$ cat src/rtl/display_scheduler.sv
// Two-digit seven-segment time-multiplexer with dead-time blanking and
// frame-aligned double-buffered digit updates.
module display_scheduler #(
    parameter int SHOW_CYC  = 48000,
    parameter int BLANK_CYC = 480
) (
    input  logic       clk,
    input  logic       reset,
    input  logic       upd_valid,
    input  logic [7:0] upd_data,
    output logic       upd_ready,
    output logic [6:0] seg,
    output logic       disL,
    output logic       disR,
    output logic       frame_tick
);

    localparam int MAXC = (SHOW_CYC > BLANK_CYC) ? SHOW_CYC : BLANK_CYC;
    localparam int CW   = (MAXC > 1) ? $clog2(MAXC) : 1;
    localparam logic [CW-1:0] SHOW_LD  = CW'(SHOW_CYC - 1);
    localparam logic [CW-1:0] BLANK_LD = CW'(BLANK_CYC - 1);

    typedef enum logic [1:0] {
        BLANK_L = 2'd0,
        SHOW_L  = 2'd1,
        BLANK_R = 2'd2,
        SHOW_R  = 2'd3
    } state_t;

    state_t        state_q, state_d;
    logic [CW-1:0] cnt_q, cnt_d;
    logic [7:0]    active_q, pending_q;
    logic          full_q, tick_q;
    logic          boundary;

    function automatic logic [6:0] hex7(input logic [3:0] v);
        case (v)
            4'h0: hex7 = 7'b1000000;
            4'h1: hex7 = 7'b1111001;
            4'h2: hex7 = 7'b0100100;
            4'h3: hex7 = 7'b0110000;
            4'h4: hex7 = 7'b0011001;
            4'h5: hex7 = 7'b0010010;
            4'h6: hex7 = 7'b0000010;
            4'h7: hex7 = 7'b1111000;
            4'h8: hex7 = 7'b0000000;
            4'h9: hex7 = 7'b0010000;
            4'hA: hex7 = 7'b0001000;
            4'hB: hex7 = 7'b0000011;
            4'hC: hex7 = 7'b1000110;
            4'hD: hex7 = 7'b0100001;
            4'hE: hex7 = 7'b0000110;
            default: hex7 = 7'b0001110;
        endcase
    endfunction

    // The down-counter holds the cycles remaining in the current state minus one.
    always_comb begin
        state_d = state_q;
        cnt_d   = cnt_q - CW'(1);
        if (cnt_q == '0) begin
            case (state_q)
                BLANK_L: begin state_d = SHOW_L;  cnt_d = SHOW_LD;  end
                SHOW_L:  begin state_d = BLANK_R; cnt_d = BLANK_LD; end
                BLANK_R: begin state_d = SHOW_R;  cnt_d = SHOW_LD;  end
                default: begin state_d = BLANK_L; cnt_d = BLANK_LD; end
            endcase
        end
    end

    assign boundary = (state_q == SHOW_R) && (cnt_q == '0);

    always_ff @(posedge clk) begin
        if (reset) begin
            state_q <= BLANK_L;
            cnt_q   <= BLANK_LD;
        end else begin
            state_q <= state_d;
            cnt_q   <= cnt_d;
        end
    end

    // Swap only consumes an update that was already pending before the boundary;
    // one accepted on the boundary edge itself waits a full frame.
    always_ff @(posedge clk) begin
        if (reset) begin
            active_q  <= 8'h00;
            pending_q <= 8'h00;
            full_q    <= 1'b0;
            tick_q    <= 1'b0;
        end else begin
            tick_q <= boundary;
            if (boundary && full_q) begin
                active_q <= pending_q;
                full_q   <= 1'b0;
            end
            if (upd_valid && !full_q) begin
                pending_q <= upd_data;
                full_q    <= 1'b1;
            end
        end
    end

    always_comb begin
        seg  = 7'h7F;
        disL = 1'b0;
        disR = 1'b0;
        case (state_q)
            SHOW_L: begin disL = 1'b1; seg = hex7(active_q[7:4]); end
            SHOW_R: begin disR = 1'b1; seg = hex7(active_q[3:0]); end
            default: ;
        endcase
    end

    assign upd_ready  = ~full_q;
    assign frame_tick = tick_q;

endmodule

$ cat config.mk
export PLATFORM = sky130hd
export DESIGN_NAME = display_scheduler
export DESIGN_NICKNAME = d
export VERILOG_FILES = /design/src/rtl/display_scheduler.sv
export SDC_FILE = /design/constraint.sdc
export NUM_CORES = 1
export LEC_CHECK = 0
export CORE_MARGIN = 4
export CORE_UTILIZATION = 65
export CTS_BUF_LIST = sky130_fd_sc_hd__clkbuf_4
export DETAILED_ROUTE_END_ITERATION = 8
export PLACE_DENSITY_LB_ADDON = 0.2
export SLEW_MARGIN = 20
export SYNTH_ARGS = -nofsm -noshare
export SYNTH_HDL_FRONTEND = slang
export SYNTH_SLANG_ARGS = --single-unit
$ cat constraint.sdc
create_clock -name clk -period 6 [get_ports clk]
set_clock_uncertainty 0.1 [all_clocks]
set_input_delay 1.5 -clock clk [delete_from_list [all_inputs] [get_ports clk]]
set_output_delay 1.5 -clock clk [all_outputs]
set_load 0.02 [all_outputs]
# Word-level counts from Yosys, hierarchy flattened
# Memories as Yosys holds them, arrays and structs flattened. A register that Yosys moved wholly into a read port is not among the register bits.
# Cells that the tools add are included.
totals:
  reg_bits: 36
  latch_bits: 0
  mem_bits_rw: 0
  romBits: 224
  in_bits: 11
  out_inout_bits: 11
  wordCells: 33
  memories: 2
classes:
  add_sub_neg: 1
  multipliers: 0
  div_mod_pow: 0
  magnitude_cmp: 0
  n_eq_ne: 3
  n_shift: 0
  muxes: 12
  n_bitwise: 1
  reduce_logical: 8
mem_list:
  columns: ["name", "depth", "word_bits", "rd", "rd_ports_with_merged_regs", "write_ports", "line", "source"]
  rows:
  - ["(name not given)", 16, 7, 1, 1, 0, "37", "case (v)"]
  - ["(name not given)", 16, 7, 1, 1, 0, "37", null]
ops:
  columns: ["cell", "count"]
  rows:
  - ["$mux 16", 2]
  - ["$logic_not 16->1", 1]
  - ["$mux 4", 4]
  - ["$sub 16x1->16 const B", 1]
  - ["$pmux 7 s2", 1]
  - ["$pmux 2 s3", 1]
  - ["$eq 2x2->1 const B", 2]
  - ["$mux 1", 4]
  - ["$logic_and 1x1->1", 3]
  - ["$eq 2x1->1 const B", 1]
  - ["$logic_not 2->1", 1]
  - ["$reduce_bool 2->1", 1]
  - ["$reduce_or 2->1", 1]
  - ["$logic_not 1->1", 1]
  - ["$not 1->1", 1]

# Depth between registers and ports, before layout
logic_depth:
  depth_word: 5
  depth_mapped: 13
  ltp_nobuf: 12

# Worst setup path before layout
# Ideal clock, no wire load.
synth_timing:
  path_type: "in2reg"
  start: "input reset"
  end: "register (tool-made name)"
  setup_ps: 128
  arrival_ps: 3151
  t_required_ps: 5772
  path_slack_ps: 2621
  stages: 8
  n_path_buf: 3
  cell_sequence: "buf_1 clkbuf_1 clkbuf_1 a21oi_1 inv_1 ha_1 mux2i_1 o22ai_2"
synth_lines:
  columns: ["item", "line", "source"]
  rows:
  - ["from (decl)", "8", "input logic reset,"]

# Worst setup path after layout
layout_timing:
  start: "register state_q[1]"
  end: "output seg[0]"
layout_via:
  elab_chain_cells: 2
  word_cells_on_any_way: 3
layout_lines:
  columns: ["item", "line", "source"]
  rows:
  - ["from (decl)", "30", "state_t state_q, state_d;"]
  - ["from (signal assigned)", "78", "state_q <= state_d;"]
  - ["$eq 2x2->1 or $eq 2x1->1 (tied branches)", "108", "case (state_q)"]
  - ["$pmux 7 s2 *", "108", null]
  - ["to (decl)", "12", "output logic [6:0] seg,"]
# Every way passes the cells marked *; elsewhere a longest branch is shown, timed or not.

==> flow_summary.yaml <==
run_status:
  status: "completed"
flow_run:
  cap_violations: 0
power:
  ir_worst_vdd_mv: 0.173
  leakagePower_nw: 1.16
  p_per_area_nw_per_um2: 177
setup_path:
  cp_max_fo: 9
  arrival_ps: 2250
  critPathMaxStageDelay_ps: 600
  worstReg2RegStart: "cnt_q[0]"
  path_delay_family: "buffers and inverters"
  cp_slowest_cell: "clkdlybuf4s50_1"
  rr_worst_depth: 11
  crit_cells: 5
  reg2reg_slack_ps: 2880
  worstSetupEndpointType: "output pin"
  worstPathCellList: "inv_1 > ha_1 > or2_2 > nand2_1 > clkdlybuf4s50_1"
  crit_type: "reg2out"
  path_buf_inv: 2
  cp.required_ps: 4400
  start_kind: "register"
timing:
  finalSetupViolCount: 0
  slew_headroom_pct: 34.0
  fin_crit_ps: 3850
  max_freq_mhz: 260
  drv_slew: 0
  layout_setup_ws_ps: 2150
  tns_ps: 0
  fin_crit_sh_pct: 64.2
  hold_viol: 0
  tightestPinTransition_ps: 987
  timing.hold.ws_ps: 336
  rsz0062_at_grt: "no"
hold_path:
  min_path_type: "reg2reg"
  worstHoldStart: "cnt_q[0]"
  min_path_cells: 1
  hold_path_end: "cnt_q[0]"
synthesis:
  ys_top_cells_by_area: "dfxtp_1 (37%), ha_1 (8.3%), nand2_1 (6.5%), mux2i_1 (4.8%), nor2_1 (2.8%)"
  synth_warnings: 0
  synth_seq_cells: 50
  syn_area_sq_um: 2710
  netlist_instances: 308
  synth_cell_types: 56
  async_flop_share_pct: 0
  yosysTopAreaCellShare_pct: 36.9
  synthTopCellsByCount: "dfxtp_1 (50), nand2_1 (47), nor2_1 (20)"
  yosys.area.top_type: "dfxtp_1"
  avgSynthCellArea_sq_um: 8.80
  synth-edff-count: 0
  ys_seq_area_share_pct: 36.9
  synth.most_common_cell: "dfxtp_1"
  syn_nets: 337
  synth-main-ff-cell: "dfxtp_1"
global_routing:
  antenna_found_initial: 0
  grt_util_all_layers_pct: 23.0
  grt_pass1_vias: 1954
  grt_max_degree: 26
  grt-ovfl-total: 0
  grt_pass1_wl_um: 9460
floorplanning:
  num_io_pins: 22
  start_util_pct: 67.3
  fp-row-count: 23
  dieArea_sq_um: 5270
  die_w_um: 72.6
  core_sq_um: 4030
  fp.dieH_um: 72.6
clocking:
  clk_pin_slew_ps: 160
  cts-htree-levels: 2
  cts_sinks: 50
  cts_tree: "built"
  ctsHoldBuffers: 0
  ctsRootBufferMaster: "clkbuf_4"
  cts_buffers: 5
  post_cts_buffers: 0
  cts.path.max_buffers: 2
  clock_latency_ps: 390
  cts_resized: 0
placed_design:
  portBuffers: 21
  dp_slack_ps: 2120
  place.gp.congestion: 0.855
  dpl.hpwl_um: 4130
drt:
  via_per_inst: 5.83
  ant_nets: 0
  vias: 2191
  avgRoutedWirePerCell_um: 14.9
  wl_um: 5590
  drc: 0
  firstDrtPassIters: 4
  drt_iter0_markers: 191
cells_and_area:
  fill_cells: 303
  final_util_pct: 74.3
  drive_gt1_share_pct: 7.67
  nNetsFinal: 354
  diodes: 0
  area_growth_pct: 10.4
-- how the worst max path moves through the flow --
| stage | from | to | slack [ps] |
|---|---|---|---|
| finish | state_q[1] | seg[0] | 2150 |
| global route | state_q[1] | seg[2] | 2020 |
| CTS | state_q[1] | seg[0] | 2150 |
| detailed placement | reset | register | 2120 |
| global placement | reset | register | 2220 |
| floorplan | reset | register | 2620 |
-- cells by family after synthesis --
group,share of synthesized area (%)
simple gates,26.1
flops,36.9
xor+xnor,3.88
compound gates,14.1
mux,6.28
fa+ha+maj,8.31
buf+inv,4.39
-- per-layer routing --
metal | global-route usage (%) | vias up | part of all wire, %
met5 | 0 | - | 0
met1 | 32.8 | 1034 | 49
met2 | 33.7 | 44 | 44
met4 | 7.99 | 0 | 1.3
li1 | - | 1106 | -
met3 | 5.92 | 7 | 5.1
-- through the flow --
step	std cells	power, mW	cell area, sq um
after floorplan	308	0.369	2710
after CTS	376	0.528	2990
after global routing	376	0.547	2990
final	376	0.529	2990
after detailed placement	368	0.381	2940
after global placement	368	0.380	2940
-- final cells by class --
class / count / area [sq um] / share of cell area (%)
clock inverters: 3 / 16.3 / 0.543
flip-flops and latches: 50 / 1000 / 33.4
multi-input cells: 228 / 1590 / 53.1
repair buffers: 22 / 218 / 7.27
inverters: 18 / 67.6 / 2.26
well taps: 50 / 62.6 / 2.09
clock buffers: 5 / 37.5 / 1.25
-- power by group --
part	switching, mW	internal, mW
combinational	0.0156	0.0148
clock	0.111	0.0438
sequential	0.00648	0.338
-- cell usage in the layout, fill, tap and decap left out, types with 2 or more instances in the layout --
cell and count:
o22ai_1 4, nand2_1 47, a211oi_1 3, a21oi_2 2, a21oi_1 14, xor2_1 6
inv_1 17, and2_1 3, nand3_1 10, dfxtp_1 50, nor3_1 10, xnor2_1 6
o21ai_0 7, nor4b_1 3, clkdlybuf4s50_1 21, mux2i_1 13, nor2b_1 3, nand2b_1 6
clkbuf_4 5, nand4_1 5, a22oi_1 7, ha_1 18, nor4_1 4, nor4_4 3
nor3b_1 5, a22o_1 3, nor2_1 20
(Power assumes the default switching activity.)
